## src/rtl/sram_dma_wr_ctrl.sv

```systemverilog
`default_nettype none
// ============================================================================
//  Module   : sram_dma_wr_ctrl
//  Function : DMA write engine. Pops words from a show-ahead FIFO and writes
//             them to an asynchronous parallel memory (CE_bar/OE_bar/WE_bar)
//             at consecutive addresses, with programmable setup, write-pulse
//             and hold phases. Pulses batch_dma_done after the last word.
//  Options  : define SRAM_WR_VERIFY_EN to add a readback VERIFY phase after
//             every word; a mismatch sets the sticky verify_err flag.
//  Revision : 1.0  initial release
// ============================================================================
module sram_dma_wr_ctrl #(
  parameter int ADDR_WIDTH   = 20,
  parameter int DATA_WIDTH   = 8,
  parameter int SETUP_CYC    = 1,
  parameter int WR_PULSE_CYC = 3,
  parameter int HOLD_CYC     = 1
) (
  input  logic                  clk,
  input  logic                  reset_n,
  input  logic [DATA_WIDTH-1:0] fifo_data_out,
  input  logic                  fifo_empty,
  output logic                  fifo_data_pop,
  output logic [ADDR_WIDTH-1:0] wr_addr,
  output logic [DATA_WIDTH-1:0] wr_data,
  output logic                  wr_data_oe,
  output logic                  CE_bar,
  output logic                  OE_bar,
  output logic                  WE_bar,
  input  logic [DATA_WIDTH-1:0] rd_data,
  input  logic                  start_wr,
  input  logic                  cfg_ready,
  input  logic [ADDR_WIDTH-1:0] cfg_dma_base_addr,
  input  logic [ADDR_WIDTH-1:0] cfg_dma_num_words,
  output logic                  busy,
  output logic                  batch_dma_done,
  output logic                  verify_err
);

  // Phase counter is sized from the longest programmable phase.
  localparam int MAX_AB = (SETUP_CYC > WR_PULSE_CYC) ? SETUP_CYC : WR_PULSE_CYC;
  localparam int MAX_PH = (MAX_AB > HOLD_CYC) ? MAX_AB : HOLD_CYC;
  localparam int CNT_W  = $clog2(MAX_PH) + 1;

  localparam logic [2:0] S_IDLE   = 3'd0;
  localparam logic [2:0] S_FETCH  = 3'd1;
  localparam logic [2:0] S_SETUP  = 3'd2;
  localparam logic [2:0] S_WE     = 3'd3;
  localparam logic [2:0] S_HOLD   = 3'd4;
  localparam logic [2:0] S_VERIFY = 3'd5;
  localparam logic [2:0] S_DONE   = 3'd6;

  logic [2:0]            state;
  logic [2:0]            state_next;
  logic [CNT_W-1:0]      ph_cnt;
  logic                  ph_last;
  logic                  start_prev;
  logic                  start_pending;
  logic                  accept;
  logic [ADDR_WIDTH-1:0] base_q;
  logic [ADDR_WIDTH-1:0] num_q;
  logic [ADDR_WIDTH-1:0] word_cnt;
  logic [ADDR_WIDTH-1:0] word_cnt_inc;

  // Next values of the registered memory-side outputs.
  logic ce_n_nx;
  logic oe_n_nx;
  logic we_n_nx;
  logic doe_nx;
  logic done_nx;

  assign busy          = (state != S_IDLE);
  assign fifo_data_pop = (state == S_FETCH) && !fifo_empty;
  assign accept        = (state == S_IDLE) && start_pending && cfg_ready;
  assign word_cnt_inc  = word_cnt + ADDR_WIDTH'(1);

  // Detect the last cycle of the current timed phase.
  always_comb begin
    ph_last = 1'b0;
    case (state)
      S_SETUP:  ph_last = (ph_cnt == CNT_W'(SETUP_CYC - 1));
      S_WE:     ph_last = (ph_cnt == CNT_W'(WR_PULSE_CYC - 1));
      S_HOLD:   ph_last = (ph_cnt == CNT_W'(HOLD_CYC - 1));
      S_VERIFY: ph_last = (ph_cnt == CNT_W'(SETUP_CYC));
      default:  ph_last = 1'b0;
    endcase
  end

  // State register.
  always_ff @(posedge clk or negedge reset_n) begin
    if (!reset_n) begin
      state <= S_IDLE;
    end else begin
      state <= state_next;
    end
  end

  // Next-state logic.
  always_comb begin
    state_next = state;
    case (state)
      S_IDLE: begin
        if (accept) begin
          state_next = (cfg_dma_num_words == '0) ? S_DONE : S_FETCH;
        end
      end
      S_FETCH: begin
        if (!fifo_empty) state_next = S_SETUP;
      end
      S_SETUP: begin
        if (ph_last) state_next = S_WE;
      end
      S_WE: begin
        if (ph_last) state_next = S_HOLD;
      end
      S_HOLD: begin
        if (ph_last) begin
`ifdef SRAM_WR_VERIFY_EN
          state_next = S_VERIFY;
`else
          state_next = (word_cnt_inc == num_q) ? S_DONE : S_FETCH;
`endif
        end
      end
      S_VERIFY: begin
        // word_cnt was already advanced on the last HOLD cycle
        if (ph_last) state_next = (word_cnt == num_q) ? S_DONE : S_FETCH;
      end
      S_DONE:  state_next = S_IDLE;
      default: state_next = S_IDLE;
    endcase
  end

  // Output decode from the next state, so the registered pins line up with the state.
  always_comb begin
    ce_n_nx = 1'b1;
    oe_n_nx = 1'b1;
    we_n_nx = 1'b1;
    doe_nx  = 1'b0;
    done_nx = 1'b0;
    case (state_next)
      S_SETUP, S_HOLD: begin
        ce_n_nx = 1'b0;
        doe_nx  = 1'b1;
      end
      S_WE: begin
        ce_n_nx = 1'b0;
        we_n_nx = 1'b0;
        doe_nx  = 1'b1;
      end
      S_VERIFY: begin
        ce_n_nx = 1'b0;
        oe_n_nx = 1'b0;
      end
      S_DONE:  done_nx = 1'b1;
      default: ;
    endcase
  end

  // Registered memory strobes and completion pulse (glitch-free pins).
  always_ff @(posedge clk or negedge reset_n) begin
    if (!reset_n) begin
      CE_bar         <= 1'b1;
      OE_bar         <= 1'b1;
      WE_bar         <= 1'b1;
      wr_data_oe     <= 1'b0;
      batch_dma_done <= 1'b0;
    end else begin
      CE_bar         <= ce_n_nx;
      OE_bar         <= oe_n_nx;
      WE_bar         <= we_n_nx;
      wr_data_oe     <= doe_nx;
      batch_dma_done <= done_nx;
    end
  end

  // Phase cycle counter, restarted on every state change.
  always_ff @(posedge clk or negedge reset_n) begin
    if (!reset_n) begin
      ph_cnt <= '0;
    end else if (state_next != state) begin
      ph_cnt <= '0;
    end else begin
      ph_cnt <= ph_cnt + CNT_W'(1);
    end
  end

  // Start edge detection; edges seen while busy are dropped.
  always_ff @(posedge clk or negedge reset_n) begin
    if (!reset_n) begin
      start_prev    <= 1'b0;
      start_pending <= 1'b0;
    end else begin
      start_prev <= start_wr;
      if (state == S_DONE) begin
        start_pending <= 1'b0;
      end else if (start_wr && !start_prev && !busy) begin
        start_pending <= 1'b1;
      end
    end
  end

  // Job configuration, word counter, address and data registers.
  always_ff @(posedge clk or negedge reset_n) begin
    if (!reset_n) begin
      base_q   <= '0;
      num_q    <= '0;
      word_cnt <= '0;
      wr_addr  <= '0;
      wr_data  <= '0;
    end else begin
      if (accept) begin
        base_q   <= cfg_dma_base_addr;
        num_q    <= cfg_dma_num_words;
        word_cnt <= '0;
      end
      if (fifo_data_pop) begin
        wr_addr <= base_q + word_cnt;   // wraps modulo 2^ADDR_WIDTH
        wr_data <= fifo_data_out;
      end
      if (state == S_HOLD && ph_last) begin
        word_cnt <= word_cnt_inc;
      end
    end
  end

`ifdef SRAM_WR_VERIFY_EN
  // Sticky readback comparison, sampled on the last VERIFY cycle.
  always_ff @(posedge clk or negedge reset_n) begin
    if (!reset_n) begin
      verify_err <= 1'b0;
    end else if (accept) begin
      verify_err <= 1'b0;
    end else if (state == S_VERIFY && ph_last && (rd_data != wr_data)) begin
      verify_err <= 1'b1;
    end
  end
`else
  // Readback is not built; the read bus is intentionally left unobserved.
  logic unused_rd_data;
  assign unused_rd_data = ^rd_data;
  assign verify_err     = 1'b0;
`endif

endmodule
`default_nettype wire

```

## config.mk

```make
export PLATFORM = sky130hd
export DESIGN_NAME = sram_dma_wr_ctrl
export DESIGN_NICKNAME = d
export VERILOG_FILES = /design/src/rtl/sram_dma_wr_ctrl.sv
export SDC_FILE = /design/constraint.sdc
export NUM_CORES = 1
export LEC_CHECK = 0
export BUFFER_PORTS_ARGS = -buffer_cell sky130_fd_sc_hd__buf_2
export CELL_PAD_IN_SITES_DETAIL_PLACEMENT = 1
export CELL_PAD_IN_SITES_GLOBAL_PLACEMENT = 1
export CORE_MARGIN = 2
export CORE_UTILIZATION = 35
export DETAILED_ROUTE_END_ITERATION = 8
export GPL_TIMING_DRIVEN = 0
export HOLD_SLACK_MARGIN = 0.15
export PLACE_DENSITY_LB_ADDON = 0.1
export SYNTH_ARGS = -nofsm -noshare
export SYNTH_HDL_FRONTEND = slang
export SYNTH_SLANG_ARGS = --single-unit
```

## constraint.sdc

```tcl
create_clock -name clk -period 4.54 [get_ports clk]
set_clock_uncertainty 0.2 [all_clocks]
set_input_delay 0.908 -clock clk [delete_from_list [all_inputs] [get_ports clk]]
set_output_delay 0.908 -clock clk [all_outputs]
set_load 0.1 [all_outputs]
```

==> out/metrics.cfg, run 1 <==
[status]
status = completed

[yosys]
ys_ff_latch = 101
syn_area_um2 = 5781
syn_area_per_cell_um2 = 8.706
yosysTopAreaCell = dfrtp_1
synth-main-ff-cell = dfrtp_1
syn_nets = 748
synthCells = 664
synth-seq-area-share = 0.4379
synth_area_leaders = dfrtp_1 (42%), nand2_1 (13%), ha_1 (4.8%)
synth-edff-count = 0
synth_cell_types = 59
async_flop_share = 1.000
ys_warn_count = 0
synth.top_cell.area_share = 0.4242

[final_layout]
mostFrequentLayoutCells = nand2_1 (198), dfrtp_1 (98), buf_2 (86)
final_net_count = 847
mostFrequentLayoutCell = nand2_1
drive_above_1_share = 0.1693
diodes = 0
syn2layout_area_growth_pct = 17.81

[floorplanning]
core_area_um2 = 16000
start_util = 0.3613
die_h_um = 132.5
num_rows = 46
dieArea_um2 = 17560
dieWidth_um = 132.5
ios = 97

[clocking]
cts_tree = yes
cts_setup_buffers = 0
clk_path_buf_depth = 2
clk_pin_slew_ns = 0.08
numCtsBuffers = 9
hold_buffers = 0
clockRootBuffer = clkbuf_16
clk_latency_ns = 0.36
ctsHtreeMaxLevel = 3
cts_resized = 0
clock_sinks = 101

[worst_setup_path]
cp_common_cell = inv_1
crit_path_end_kind = output pin
reg2reg_slack_ns = 0.96
critPathKind = reg -> out
cp_num_buf_inv = 4
start_kind = register
path_max_fanout = 10
slowest_stage = buf_2
arrival_ns = 2.59
max_stage_delay_ns = 0.52
crit_required_ns = 3.43
path_delay_family = buffers and inverters
path_cells = inv_1 > nand2_1 > or3_1 > inv_1 > clkbuf_1 > buf_2

[timing]
rsz0062_at_grt = false
timing.fmax_mhz = 270.4
post-route-min-period_ns = 3.698
holdWs_ns = 0.2749
slew_headroom = 0.5090
finalCritPeriodShare = 0.8145
slew_violations = 0
worstMarginPinSlew_ns = 0.7308
fin_setup_tns_ns = 0
finalHoldViolCount = 0
setup_viol = 0

[grt]
grt_max_degree = 60
grt_pass1_wl_um = 28660
grt_usage = 0.2044
globalRouteOverflowTotal = 0
antenna_found_initial = 0
grt_pass1_vias = 5492

[drt]
routed_wl_um = 17390
wl_per_cell_um = 17.67
drtPass1Iterations = 4
vias = 5101
antenna_left = 0
route.detailed.drc = 0
vias_per_cell = 5.184
dr.first_iter.drc_count = 165

[power_and_ir_drop]
total_power_mw = 4.797
vdd_drop_max_v = 0.0003979
p_leak_nw = 3.361
powerDensity_nw_per_um2 = 704.4

[place]
dpl.hpwl_um = 13450
portBuffers = 87
place.gp.congestion = 0.9522

[run]
maxCapViolations = 0

[worst_hold_path]
hold_class = reg -> reg

-- stage by stage --
step	instances	cell area, µm²	setup WS, ns	util
after floorplan	664	5781	1.064	-
after detailed placement	968	6516	0.8354	0.4073
after global routing	984	6810	0.6503	0.4256
after global placement	967	6486	0.8463	0.4054
final	984	6810	0.8421	0.4256
after CTS	984	6810	0.7887	0.4256
-- power by group --
group          internal [mW]  total (mW)  leakage (nW)  switching, mW
sequential              1.24        1.47          1.29          0.232
clock                  0.397       0.781         0.139          0.384
combinational          0.625        2.55          1.94           1.92
-- routing by layer --
metal	share of wire	global-route usage
met1	0.45	0.2647
met2	0.50	0.3566
met3	0.029	0.03487
met4	0.013	0.04779
met5	0	0
-- cell type report --
class	count	area (µm²)
multi-input cells	518	3030
well taps	216	270.3
fillers	1983	9190
plain buffers	30	162.7
clock inverters	6	55.05
inverters	15	56.30
repair buffers	88	465.4
flip-flops and latches	101	2531
clock buffers	10	239.0
-- path summary, 6_finish.rpt --
check / startpoint / to / depth (start not counted)
setup reg to reg: word_cnt[13]$_DFFE_PN0P_ / wr_data_oe$_DFF_PN0_ / 10
hold reg to reg: wr_data[3]$_DFFE_PN0P_ / wr_data[3]$_DFFE_PN0P_ / 2
min in group asynchronous: reset_n / wr_addr[15]$_DFFE_PN0P_ / 1
max in group asynchronous: reset_n / word_cnt[5]$_DFFE_PN0P_ / 2
hold / removal: wr_data[3]$_DFFE_PN0P_ / wr_data[3]$_DFFE_PN0P_ / 2
setup / recovery: state[2]$_DFF_PN0_ / fifo_data_pop / 6
-- worst register-to-register path: cells and delay by family, from the launching register on --
kind,cells,cell delay [ns]
and+or+nand+nor,6,2.05
buffers and inverters,1,0.32
DFF,1,0.38
AOI/OAI and AO/OA,1,0.18
muxes,1,0.18
xor gates and xnor gates,1,0.17
-- cells by family after synthesis --
group	Yosys count	share of synthesized area
multiplexers	4	0.006927
AND/OR/NAND/NOR	316	0.2539
flip-flops	101	0.4379
adder cells (fa/ha/maj)	23	0.05108
other	1	0.0006487
buffers and inverters	45	0.03788
XOR/XNOR	54	0.08182
AO/OA/AOI/OAI	120	0.1299
-- state kept, by name (all words and copies together) (netlist names), 3 cells and up --
name      cells
wr_addr      20
num_q        20
wr_data       8
word_cnt     20
state         3
base_q       20
ph_cnt        3
-- synthesized netlist by cell type (all sizes together), types with 9 or more instances --
master  count
nor2       25
a21oi      22
dfrtp      98
o31ai      11
nor4       11
nand3      21
o21ai      47
nor3       13
a21o        9
xor2       29
inv        15
xnor2      25
nand2     198
clkbuf     24
ha         22
No activity file was read; power rests on OpenSTA's default activity.
==> run 2, diff against run 1 <==
--- a/config.mk
+++ b/config.mk
@@ -5,6 +5,7 @@
 export SDC_FILE = /design/constraint.sdc
 export NUM_CORES = 1
 export LEC_CHECK = 0
+export ABC_AREA = 1
 export BUFFER_PORTS_ARGS = -buffer_cell sky130_fd_sc_hd__buf_2
 export CELL_PAD_IN_SITES_DETAIL_PLACEMENT = 1
 export CELL_PAD_IN_SITES_GLOBAL_PLACEMENT = 1
==> constraint.sdc (replaced) <==
create_clock -name clk -period 3.7 [get_ports clk]
set_clock_uncertainty 0.2 [all_clocks]
set_input_delay 0.74 -clock clk [delete_from_list [all_inputs] [get_ports clk]]
set_output_delay 0.74 -clock clk [all_outputs]
set_load 0.1 [all_outputs]
==> run 2 against run 1 <==
Highest routed layer unchanged. Utilization is 1.0 points lower. Sequential share of layout area is 1.5 points lower. Sequential power is 20% higher. Total power is 24% higher. Non-clock buffer count is 10 lower. Largest cell class unchanged. Via count is 9.8% higher. Count of clock-buffer cells in the layout stayed put. Routed wire length is 4.8% higher. Area after synthesis is 4.5% higher. Register-to-register slack worse by 0.40 ns. First-iteration DRC count is 19% higher.
==> out/metrics.cfg, run 2 <==
[status]
status = completed

[clocking]
numCtsBuffers = 9  ; unchanged
cts_setup_buffers = 0  ; unchanged
cts_tree = yes
ctsHtreeMaxLevel = 3  ; unchanged
clock_sinks = 101  ; unchanged
clk_pin_slew_ns = 0.07  ; about the same
clk_path_buf_depth = 2  ; unchanged
clk_latency_ns = 0.36  ; about the same
hold_buffers = 0  ; unchanged
clockRootBuffer = clkbuf_16

[grt]
grt_pass1_wl_um = 29940  ; +4.5%
grt_use_met3 = 0.02656  ; -0.008304
antenna_found_initial = 0  ; unchanged
grt_util_met2 = 0.3632  ; +0.006577
top_usage_layer = met2
grt_usage = 0.2090  ; +0.004597
globalRouteOverflowTotal = 0  ; unchanged
use_met1 = 0.2678  ; +0.003074
grt_pass1_vias = 6010  ; +9.4%
grt_max_degree = 60  ; unchanged

[worst_setup_path]
path_max_fanout = 10  ; unchanged
reg2reg_slack_ns = 0.56  ; -0.40 ns
arrival_ns = 2.49  ; -0.10 ns
crit_end = fifo_data_pop
ff2ff_path_depth = 16  ; +6
slowest_stage = dfrtp_1
crit_required_ns = 2.76  ; -0.67 ns
critPathKind = reg -> out
regToRegStartpoint = word_cnt[0]$_DFFE_PN0P_
crit_path_end_kind = output pin
path_cells = inv_1 > nand2_1 > nor2_1 > inv_1 > nor2_1 > clkbuf_1 > clkbuf_2 > buf_4
max_stage_delay_ns = 0.40  ; -0.12 ns
crit_start = state[1]$_DFF_PN0_
r2r_end = wr_addr[14]$_DFFE_PN0P_
start_kind = register

[floorplanning]
dieWidth_um = 135.4  ; +2.2%
die_h_um = 135.4  ; +2.2%
ios = 97  ; unchanged
core_area_um2 = 17060  ; +6.6%
num_rows = 48  ; +4.3%
dieArea_um2 = 18330  ; +4.4%
start_util = 0.3542  ; -0.007109

[timing]
slew_violations = 0  ; unchanged
rsz0062_at_grt = false
finalHoldViolCount = 0  ; unchanged
slew_headroom = 0.5202  ; +0.01113
finalCritPeriodShare = 0.9263
post-route-min-period_ns = 3.427
worstMarginPinSlew_ns = 0.7198  ; -0.01107 ns
fin_setup_tns_ns = 0  ; unchanged
setup_viol = 0  ; unchanged
timing.fmax_mhz = 291.8

[power_and_ir_drop]
p_clk_frac = 0.167  ; +0.004
vdd_drop_max_v = 0.0004779  ; +20%
powerDensity_nw_per_um2 = 836.9  ; +19%
swShare = 0.5311  ; +0.001853
netSwitchingPower_mw = 3.151  ; +24%
p_int_mw = 2.782  ; +23%
combPwrFrac = 0.535  ; +0.004
pwr-share-seq = 0.298  ; -0.008
total_power_mw = 5.933  ; +24%
p_leak_nw = 3.639  ; +8.3%

[worst_hold_path]
hold_class = in -> async

[yosys]
synthCells = 812  ; +22%
syn_nets = 896  ; +20%
yosysTopAreaCell = dfrtp_1
yosys.area_share.simple = 0.3014  ; +0.04747
synth_top_family_by_area = simple AND/OR/NAND/NOR gates
syn_area_um2 = 6041  ; +4.5%
synthMostInstantiatedCell = nand2_1
synth-seq-area-share = 0.4190  ; -0.01886
muxShareOfSynthArea = 0  ; -0.006926
synth_common_cells = nand2_1 (275), dfrtp_1 (98), inv_1 (94), nor2_1 (54), o21ai_0 (54)
synthAdderAreaFrac = 0.04888  ; -0.002201
synth.top_cell.area_share = 0.4060  ; -0.01828
ys_warn_count = 0  ; unchanged
synth_area_leaders = dfrtp_1 (41%), nand2_1 (17%), inv_1 (5.8%)
ys_ff_latch = 101  ; unchanged
async_flop_share = 1.000  ; unchanged
synth_compound_gate_area_share = 0.09486  ; -0.03501
synth_xor_area_frac = 0.05944  ; -0.02237
synth-main-ff-cell = dfrtp_1
syn_area_per_cell_um2 = 7.439  ; -15%
synth-edff-count = 0  ; unchanged
synth_cell_types = 41  ; -31%

[place]
dpl.hpwl_um = 14490  ; +7.8%
place.gp.congestion = 0.8996  ; -5.5%
portBuffers = 87  ; unchanged

[final_layout]
fillers = 2183  ; +10%
mostFrequentLayoutCells = nand2_1 (275), dfrtp_1 (98), inv_1 (94)
diodes = 0  ; unchanged
syn2layout_area_growth_pct = 17.36
drive_above_1_share = 0.1528  ; -0.01643
final_net_count = 995  ; +17%
mostFrequentLayoutCell = nand2_1

[drt]
antenna_left = 0  ; unchanged
vias_per_cell = 4.907  ; -5.3%
dr.first_iter.drc_count = 196  ; +19%
drtPass1Iterations = 4  ; unchanged
route.detailed.drc = 0  ; unchanged
routed_wl_um = 18220  ; +4.8%
vias = 5599  ; +9.8%
wl_per_cell_um = 15.97  ; -9.6%

[run]
maxCapViolations = 0  ; unchanged

[run 2: cell types whose count changed in the layout (fill, tap and decap cells not counted), moves of 7 or more]
cell      before  now
inv_1         15   94
nand2_1      198  275
nor2_1        25   54
nand3_1       18   38
o31ai_1       11    0
a21o_1         9    0
nor4_1        11    2
o22ai_1        0    9
clkbuf_1      22   14
o21ai_0       47   54
xor2_1        29   22
[run 2: cells by family after synthesis]
kind of cell	count (synthesis)
AND/OR/NAND/NOR	422
adder cells (fa/ha/maj)	23
AO/OA/AOI/OAI	104
buffers and inverters	120
other	1
XOR/XNOR	41
flip-flops	101
[run 2: power groups by stage]
stage | clock network (mW) | logic (mW) | registers [mW]
2_1_floorplan | 0 | 1.42 | 2.82
3_3_place_gp | 0 | 3.12 | 1.77
3_5_place_dp | 0 | 3.20 | 1.79
4_1_cts | 1.02 | 3.21 | 1.77
5_1_grt | 1.05 | 3.49 | 1.82
6_report | 0.991 | 3.18 | 1.77
[run 2: final cells by class]
| class | count | area (µm²) | share of cell area |
|---|---|---|---|
| clock buffer | 10 | 229.0 | 0.03230 |
| clock inverter | 6 | 68.82 | 0.009707 |
| inverter | 100 | 375.4 | 0.05295 |
| buffer | 20 | 83.83 | 0.01182 |
| multi-input combinational | 591 | 3052 | 0.4305 |
| tap | 225 | 281.5 | 0.03971 |
| timing repair buffer | 88 | 467.9 | 0.06601 |
| sequential | 101 | 2531 | 0.3570 |
[run 2: through the flow]
stage	hold slack (ns)	instance area, µm²	worst slack (ns)	cells	util
2_1_floorplan	0.2251	6041	0.5940	812	-
3_3_place_gp	0.2317	6758	0.3327	1124	0.3962
3_5_place_dp	0.2456	6788	0.3181	1125	0.3980
4_1_cts	0.1882	7088	0.06597	1141	0.4156
5_1_grt	0.2080	7089	0.08684	1141	0.4156
6_report	0.1707	7089	0.2727	1141	0.4156
[run 2: timing repair]
action | CTS | global route
gates resized for setup | 1 | 2
hold endpoints to repair | 0 | 0
setup endpoints to repair | 1 | 1
[run 2: how the worst min path moves through the flow]
| stage | to | slack [ns] | from | cells past startpoint |
|---|---|---|---|---|
| floorplan | start_pending$_DFFE_PN0P_ | 0.23 | start_prev$_DFF_PN0_ | 1 |
| global placement | start_pending$_DFFE_PN0P_ | 0.23 | start_prev$_DFF_PN0_ | 1 |
| detailed placement | start_pending$_DFFE_PN0P_ | 0.25 | start_prev$_DFF_PN0_ | 1 |
| CTS | wr_addr[0]$_DFFE_PN0P_ | 0.19 | reset_n | 1 |
| global route | wr_addr[0]$_DFFE_PN0P_ | 0.21 | reset_n | 1 |
| finish | wr_addr[0]$_DFFE_PN0P_ | 0.17 | reset_n | 1 |
[run 2: critical path: cells and delay by family (launching register included)]
family / cells / cell delay [ns]
simple gates: 3 / 0.46
flops: 1 / 0.40
buf+inv: 5 / 1.26
[run 2: per-layer routing]
metal / vias to the layer above / share of wire / routed length, µm
li1: 2784 / - / -
met1: 2693 / 0.46 / 8443
met2: 99 / 0.48 / 8828
met3: 23 / 0.031 / 564
met4: 0 / 0.021 / 387
met5: - / 0 / 0
